`src/rtl/fft_pkg.sv`:
```
// Shared FFT constants, occupancy state type and the 5-bit bit-reverse helper.
package fft_pkg;

  localparam int unsigned FFT_POINTS = 32;
  localparam int unsigned INDEX_BITS = 5;

  typedef enum logic [1:0] {
    StEmpty,
    StOne,
    StTwo
  } occ_state_e;

  function automatic logic [INDEX_BITS-1:0] rev5(input logic [INDEX_BITS-1:0] k);
    return {k[0], k[1], k[2], k[3], k[4]};
  endfunction

endpackage

```
`src/rtl/fft_output_serializer_if.sv`:
```
// Frame-in / stream-out signal bundle; master is the serializer, slave its environment.
interface fft_output_serializer_if #(
  parameter int unsigned p_dataBits = 28,
  parameter int unsigned p_points   = 32
);

  logic [p_points-1:0][p_dataBits-1:0] i_c;
  logic                                i_valid;
  logic                                o_in_ready;
  logic                                o_overflow;
  logic [p_dataBits-1:0]               o_data;
  logic [4:0]                          o_index;
  logic                                o_valid;
  logic                                o_last;
  logic                                i_ready;

  modport master (
    input  i_c, i_valid, i_ready,
    output o_in_ready, o_overflow, o_data, o_index, o_valid, o_last
  );

  modport slave (
    output i_c, i_valid, i_ready,
    input  o_in_ready, o_overflow, o_data, o_index, o_valid, o_last
  );

endinterface

```
`src/rtl/fft_frame_bank.sv`:
```
// One frame of stage results: write-all in one cycle, indexed combinational read.
module fft_frame_bank
  import fft_pkg::*;
#(
  parameter int unsigned p_dataBits = 28,
  parameter int unsigned p_points   = FFT_POINTS
) (
  input  logic                                CLK,
  input  logic                                RST,
  input  logic                                we,
  input  logic [p_points-1:0][p_dataBits-1:0] wdata,
  input  logic [INDEX_BITS-1:0]               raddr,
  output logic [p_dataBits-1:0]               rdata
);

  logic [p_points-1:0][p_dataBits-1:0] mem_q;

  always_ff @(posedge CLK) begin
    if (RST) begin
      mem_q <= '0;
    end else if (we) begin
      mem_q <= wdata;
    end
  end

  assign rdata = mem_q[raddr];

endmodule

```
`src/rtl/fft_output_serializer.sv`:
```
// Ping-pong capture of a 32-point stage frame, streamed out one word per valid/ready beat.
module fft_output_serializer
  import fft_pkg::*;
#(
  parameter int unsigned p_dataBits   = 28,
  parameter int unsigned p_points     = FFT_POINTS,
  parameter bit          p_bitReverse = 1'b1
) (
  input  logic                    CLK,
  input  logic                    RST,
  fft_output_serializer_if.master bus
);

  occ_state_e            state_q, state_d;
  logic                  wr_ptr_q, rd_ptr_q, overflow_q;
  logic [INDEX_BITS-1:0] cnt_q, rd_addr;
  logic                  in_ready, out_valid, capture, beat, frame_done;
  logic [p_dataBits-1:0] rdata0, rdata1;

  assign in_ready   = (state_q != StTwo);
  assign out_valid  = (state_q != StEmpty);
  assign capture    = bus.i_valid && in_ready;
  assign beat       = out_valid && bus.i_ready;
  assign frame_done = beat && (cnt_q == INDEX_BITS'(FFT_POINTS - 1));

  // Capture and release in the same cycle cancel out; a bank freed now is not reused now.
  always_comb begin
    state_d = state_q;
    unique case (state_q)
      StEmpty: if (capture) state_d = StOne;
      StOne: begin
        if (capture && !frame_done) state_d = StTwo;
        else if (!capture && frame_done) state_d = StEmpty;
      end
      StTwo:   if (frame_done) state_d = StOne;
      default: state_d = StEmpty;
    endcase
  end

  always_ff @(posedge CLK) begin
    if (RST) begin
      state_q    <= StEmpty;
      wr_ptr_q   <= 1'b0;
      rd_ptr_q   <= 1'b0;
      cnt_q      <= '0;
      overflow_q <= 1'b0;
    end else begin
      state_q    <= state_d;
      overflow_q <= bus.i_valid && !in_ready;
      if (capture)    wr_ptr_q <= ~wr_ptr_q;
      if (frame_done) rd_ptr_q <= ~rd_ptr_q;
      if (beat)       cnt_q    <= cnt_q + 1'b1;
    end
  end

  assign rd_addr = p_bitReverse ? rev5(cnt_q) : cnt_q;

  fft_frame_bank #(
    .p_dataBits (p_dataBits),
    .p_points   (p_points)
  ) u_bank0 (
    .CLK   (CLK),
    .RST   (RST),
    .we    (capture && !wr_ptr_q),
    .wdata (bus.i_c),
    .raddr (rd_addr),
    .rdata (rdata0)
  );

  fft_frame_bank #(
    .p_dataBits (p_dataBits),
    .p_points   (p_points)
  ) u_bank1 (
    .CLK   (CLK),
    .RST   (RST),
    .we    (capture && wr_ptr_q),
    .wdata (bus.i_c),
    .raddr (rd_addr),
    .rdata (rdata1)
  );

  assign bus.o_in_ready = in_ready;
  assign bus.o_overflow = overflow_q;
  assign bus.o_valid    = out_valid;
  assign bus.o_index    = cnt_q;
  assign bus.o_data     = rd_ptr_q ? rdata1 : rdata0;
  assign bus.o_last     = out_valid && (cnt_q == INDEX_BITS'(FFT_POINTS - 1));

endmodule

```
`src/flat_wrapper.sv`:
```
// flat-port wrapper written by rule: the top's interface ports become plain ports
module fft_output_serializer_flat import fft_pkg::*;
#(
  parameter int unsigned p_dataBits   = 28,
  parameter int unsigned p_points     = FFT_POINTS,
  parameter bit          p_bitReverse = 1'b1
)
  (CLK, RST, bus_i_c, bus_i_valid, bus_i_ready, bus_o_in_ready, bus_o_overflow, bus_o_data, bus_o_index, bus_o_valid, bus_o_last);
  fft_output_serializer_if #(.p_dataBits(p_dataBits), .p_points(p_points)) bus_i ();
  input  logic CLK;
  input  logic RST;
  input wire logic [$bits(bus_i.i_c)-1:0] bus_i_c;
  input wire logic [$bits(bus_i.i_valid)-1:0] bus_i_valid;
  input wire logic [$bits(bus_i.i_ready)-1:0] bus_i_ready;
  output wire logic [$bits(bus_i.o_in_ready)-1:0] bus_o_in_ready;
  output wire logic [$bits(bus_i.o_overflow)-1:0] bus_o_overflow;
  output wire logic [$bits(bus_i.o_data)-1:0] bus_o_data;
  output wire logic [$bits(bus_i.o_index)-1:0] bus_o_index;
  output wire logic [$bits(bus_i.o_valid)-1:0] bus_o_valid;
  output wire logic [$bits(bus_i.o_last)-1:0] bus_o_last;
  assign bus_i.i_c = bus_i_c;
  assign bus_i.i_valid = bus_i_valid;
  assign bus_i.i_ready = bus_i_ready;
  assign bus_o_in_ready = bus_i.o_in_ready;
  assign bus_o_overflow = bus_i.o_overflow;
  assign bus_o_data = bus_i.o_data;
  assign bus_o_index = bus_i.o_index;
  assign bus_o_valid = bus_i.o_valid;
  assign bus_o_last = bus_i.o_last;
  fft_output_serializer #(.p_dataBits(p_dataBits), .p_points(p_points), .p_bitReverse(p_bitReverse)) u_core (.CLK(CLK), .RST(RST), .bus(bus_i));
endmodule
```
`config.mk`:
```
export PLATFORM = sky130hd
export DESIGN_NAME = fft_output_serializer_flat
export DESIGN_NICKNAME = d
export VERILOG_FILES = /design/src/rtl/fft_pkg.sv /design/src/rtl/fft_output_serializer_if.sv /design/src/rtl/fft_frame_bank.sv /design/src/rtl/fft_output_serializer.sv /design/src/flat_wrapper.sv
export SDC_FILE = /design/constraint.sdc
export NUM_CORES = 2
export LEC_CHECK = 0
export CORE_MARGIN = 1
export CORE_UTILIZATION = 39
export DETAILED_ROUTE_END_ITERATION = 16
export PLACE_DENSITY = 0.6
export SETUP_SLACK_MARGIN = 0.5
export SYNTH_ARGS = -nofsm -noshare
export SYNTH_HDL_FRONTEND = slang
export SYNTH_SLANG_ARGS = --single-unit
```
`constraint.sdc`:
```
create_clock -name CLK -period 3.01 [get_ports CLK]
set_input_delay 0.602 -clock CLK [delete_from_list [all_inputs] [get_ports CLK]]
set_output_delay 0.602 -clock CLK [all_outputs]
set_load 0.02 [all_outputs]
```
==> flow_summary.json <==
{
  "grt_pass1_vias": 66800,
  "h-tree-depth": 4,
  "die_h_um": 443,
  "end_kind": "primary output",
  "finalCritPeriodShare_pct": 137,
  "setup_violations": 28,
  "nets": 10700,
  "hold_path.class": "input pin to flop",
  "ys_warn_count": 0,
  "reg2reg_depth": 9,
  "crit_start": "u_core.bus.o_index[4]$_SDFFE_PP0P_",
  "slew_headroom_pct": 52.8,
  "ant_nets": 0,
  "p_per_area_nw_per_um2": 592,
  "cp_slowest_cell": "mux4_2",
  "r2r-start": "u_core.state_q[0]$_SDFFE_PP0P_",
  "final_cells": 12600,
  "period_minus_slack_ps": 4140,
  "die_area_um2": 196000,
  "path_max_fanout": 8,
  "crit_end": "bus_o_data[15]",
  "ys_seq_elements": 1802,
  "place_congestion": 1.00,
  "violations": "negative setup slack",
  "maxCapViolations": 0,
  "worstSetupPathDepth": 9,
  "critical_path_class": "flop to primary output",
  "r2r_setup_slack_ps": 870,
  "drive_above_1_share_pct": 15.3,
  "dr.pass1.iters": 7,
  "cts_sinks": 1802,
  "critPathBufInv": 5,
  "grt_overflow_total": 0,
  "port-buffer-count": 936,
  "final_area_um2": 99700,
  "dp.cells": 12100,
  "wirelength_mm": 351,
  "setup_slack_ps": -1130,
  "clockBufferDepth": 3,
  "clockRootBuffer": "clkbuf_16",
  "drc": 0,
  "power_leakage_nw": 34.8,
  "syn_nets": 9753,
  "crit_chain": "buf_12, buf_6, buf_12, buf_16, mux4_2, mux4_2, o21ai_2, nand2_2, buf_6",
  "hold_viol_final": 0,
  "synthToLayoutAreaGrowth_pct": 31.5,
  "cts_tree": "done",
  "tightest_slew_ps": 708,
  "netlist_instances": 8851,
  "placed_cell_area_um2": 90400,
  "tns_ps": -27970,
  "drv_slew": 0,
  "fp-row-count": 161,
  "worst_setup_path_start_kind": "flop",
  "max_stage_delay_ps": 640,
  "die_w_um": 443,
  "clkTransAtPathRegs_ps": 60,
  "r2r_end": "u_core.u_bank0.mem_q[548]$_SDFFE_PP0P_",
  "hpwl_mm": 268,
  "track_usage_pct": 34.5,
  "critical-path-top-delay-family": "multiplexers",
  "first_iter_violations": 8123,
  "arrival_ps": 3530,
  "initial_utilization_pct": 39.3,
  "max_freq_ghz": 0.242,
  "wire_per_inst_um": 27.9,
  "ys_types": 40,
  "io_pins": 937,
  "syn_area_um2": 75800,
  "clkLatencyLatePin_ps": 850,
  "synth_area_per_cell_um2": 8.56,
  "grt_max_degree": 118,
  "antenna_found_initial": 74,
  "yosysSeqAreaShare_pct": 47.6,
  "fin_skew_ps": 37.3,
  "ir_drop_mv": 0.533,
  "coreArea_um2": 193000,
  "dr_total_vias": 71500,
  "grt_pass1_wl_mm": 488,
  "n_fill_cell": 17600,
  "rsz0062_at_grt": "true",
  "status": "finished with violations",
  "cp.required_ps": 2410,
  "cts_buffers": 194,
  "vias_per_cell": 5.69
}
[synth_stat cells]
cell	number	area share, %
a211oi_1	1	0.0099
dfxtp_1	1802	48
clkbuf_1	439	2.2
nand4_1	4	0.033
nor2_1	18	0.089
a311oi_1	4	0.046
nand2b_1	3	0.025
mux2i_1	204	2.7
nand2_1	3622	18
buf_4	33	0.33
a31oi_1	3	0.025
mux2_1	2	0.030
nand3b_1	2	0.020
a31o_1	1	0.012
buf_2	235	1.6
nand3_1	28	0.18
and2_1	3	0.025
xnor2_1	1	0.012
a41o_1	1	0.013
ha_1	2	0.033
a221oi_1	17	0.20
nor3_1	1	0.0066
a22o_1	1	0.012
nor2b_1	7	0.058
o21ai_1	25	0.17
or2_2	1	0.0083
buf_1	34	0.17
or2_1	1	0.0083
o22ai_1	4	0.033
o22a_1	1	0.012
and3_1	2	0.017
o211ai_1	16	0.16
a32oi_1	4	0.046
a22oi_1	54	0.53
mux4_2	458	14
buf_6	13	0.19
xor2_1	3	0.035
a21oi_1	1798	12
inv_1	2	0.0099
nor3b_1	1	0.0099
[layout by cell type (no fill, tap or decap), drive strengths merged, types with 7 or more instances in the layout]
cell type / instances
a22oi: 54
a221oi: 17
nor2: 18
clkdlybuf4s50: 899
a21oi: 1798
nand3: 28
bufinv: 21
diode: 56
nand2: 3622
clkinvlp: 8
dfxtp: 1802
mux2i: 204
mux4: 458
clkbuf: 282
buf: 623
nor2b: 7
clkinv: 32
inv: 11
o211ai: 16
o21ai: 25
[registers in the layout, summed over array words and instances (netlist names)]
register and flops:
u_core.wr_ptr_q 1, u_core.bus.o_overflow 1, u_core.state_q 2, u_core.u_bank1.mem_q 896
u_core.u_bank0.mem_q 896, u_core.rd_ptr_q 1, u_core.bus.o_index 5
[final cells by class]
class / instances / area (um2) / share of cell area, %
Clock inverter: 70 / 1080 / 1.08
Multi-Input combinational cell: 6293 / 37100 / 37.2
Clock buffer: 281 / 5600 / 5.61
Sequential cell: 1802 / 36100 / 36.2
Timing Repair Buffer: 1529 / 16500 / 16.5
Inverter: 2 / 7.51 / 0.00753
Antenna cell: 56 / 140 / 0.141
Tap cell: 2526 / 3160 / 3.17
[cells by family (layout without fill, tap and decap cells)]
family / count (synthesis) / after routing / synth area share, %
DFF: 1802 / 1802 / 47.6
and+or+nand+nor: 3693 / 3693 / 18.4
AOI/OAI and AO/OA: 1930 / 1930 / 13.1
xor gates and xnor gates: 4 / 4 / 0.0462
other: 0 / 56 / 0
adders and majority gates: 2 / 2 / 0.0330
muxes: 664 / 664 / 16.3
buffers and inverters: 756 / 1882 / 4.42
[where the power goes]
| group | switching [mW] | internal [mW] |
|---|---|---|
| Combinational | 4.68 | 3.19 |
| Sequential | 0.800 | 25.1 |
| Clock | 10.5 | 14.7 |
| Total | 16.0 | 43.1 |
[worst min path at each step]
stage / start / endpoint / slack, ps / depth (start not counted)
floorplan: u_core.u_bank1.mem_q[363]$_SDFFE_PP0P_ / u_core.u_bank1.mem_q[363]$_SDFFE_PP0P_ / 430 / 2
global route: RST / u_core.u_bank1.mem_q[423]$_SDFFE_PP0P_ / 210 / 2
CTS: RST / u_core.u_bank0.mem_q[412]$_SDFFE_PP0P_ / 170 / 2
finish: RST / u_core.u_bank0.mem_q[423]$_SDFFE_PP0P_ / 220 / 2
global placement: u_core.u_bank1.mem_q[310]$_SDFFE_PP0P_ / u_core.u_bank1.mem_q[310]$_SDFFE_PP0P_ / 440 / 2
detailed placement: u_core.u_bank0.mem_q[199]$_SDFFE_PP0P_ / u_core.u_bank0.mem_q[199]$_SDFFE_PP0P_ / 440 / 2
[per-stage QoR]
step           worst slack (ps)  hold slack [ps]  power, mW  util, %
6_report                  -1130              218       59.0     51.7
5_1_grt                   -1120              207       60.6     51.7
4_1_cts                   -1140              173       59.0     51.3
3_5_place_dp               -577              443       34.0     46.9
3_3_place_gp               -552              438       33.9     46.9
2_1_floorplan               427              432       29.6        -
[timing repair]
action,4_1_cts,5_1_grt
gates cloned,13,1
endpoints found under the hold margin,0,0
resized for setup,264,63
setup endpoints to repair,36,33
hold buffers,0,0
setup buffers,55,29
pin swaps,41,35
[layer usage]
layer  global-route usage (%)  wire length (um)  up-vias
li1                         -                 -    31900
met1                     42.2            131000    35100
met2                     53.6            161000     3737
met3                     5.80             27600      798
met4                     28.2             31800        6
met5                        0                35        -
Note: power is estimated with default switching activity, not from simulation.
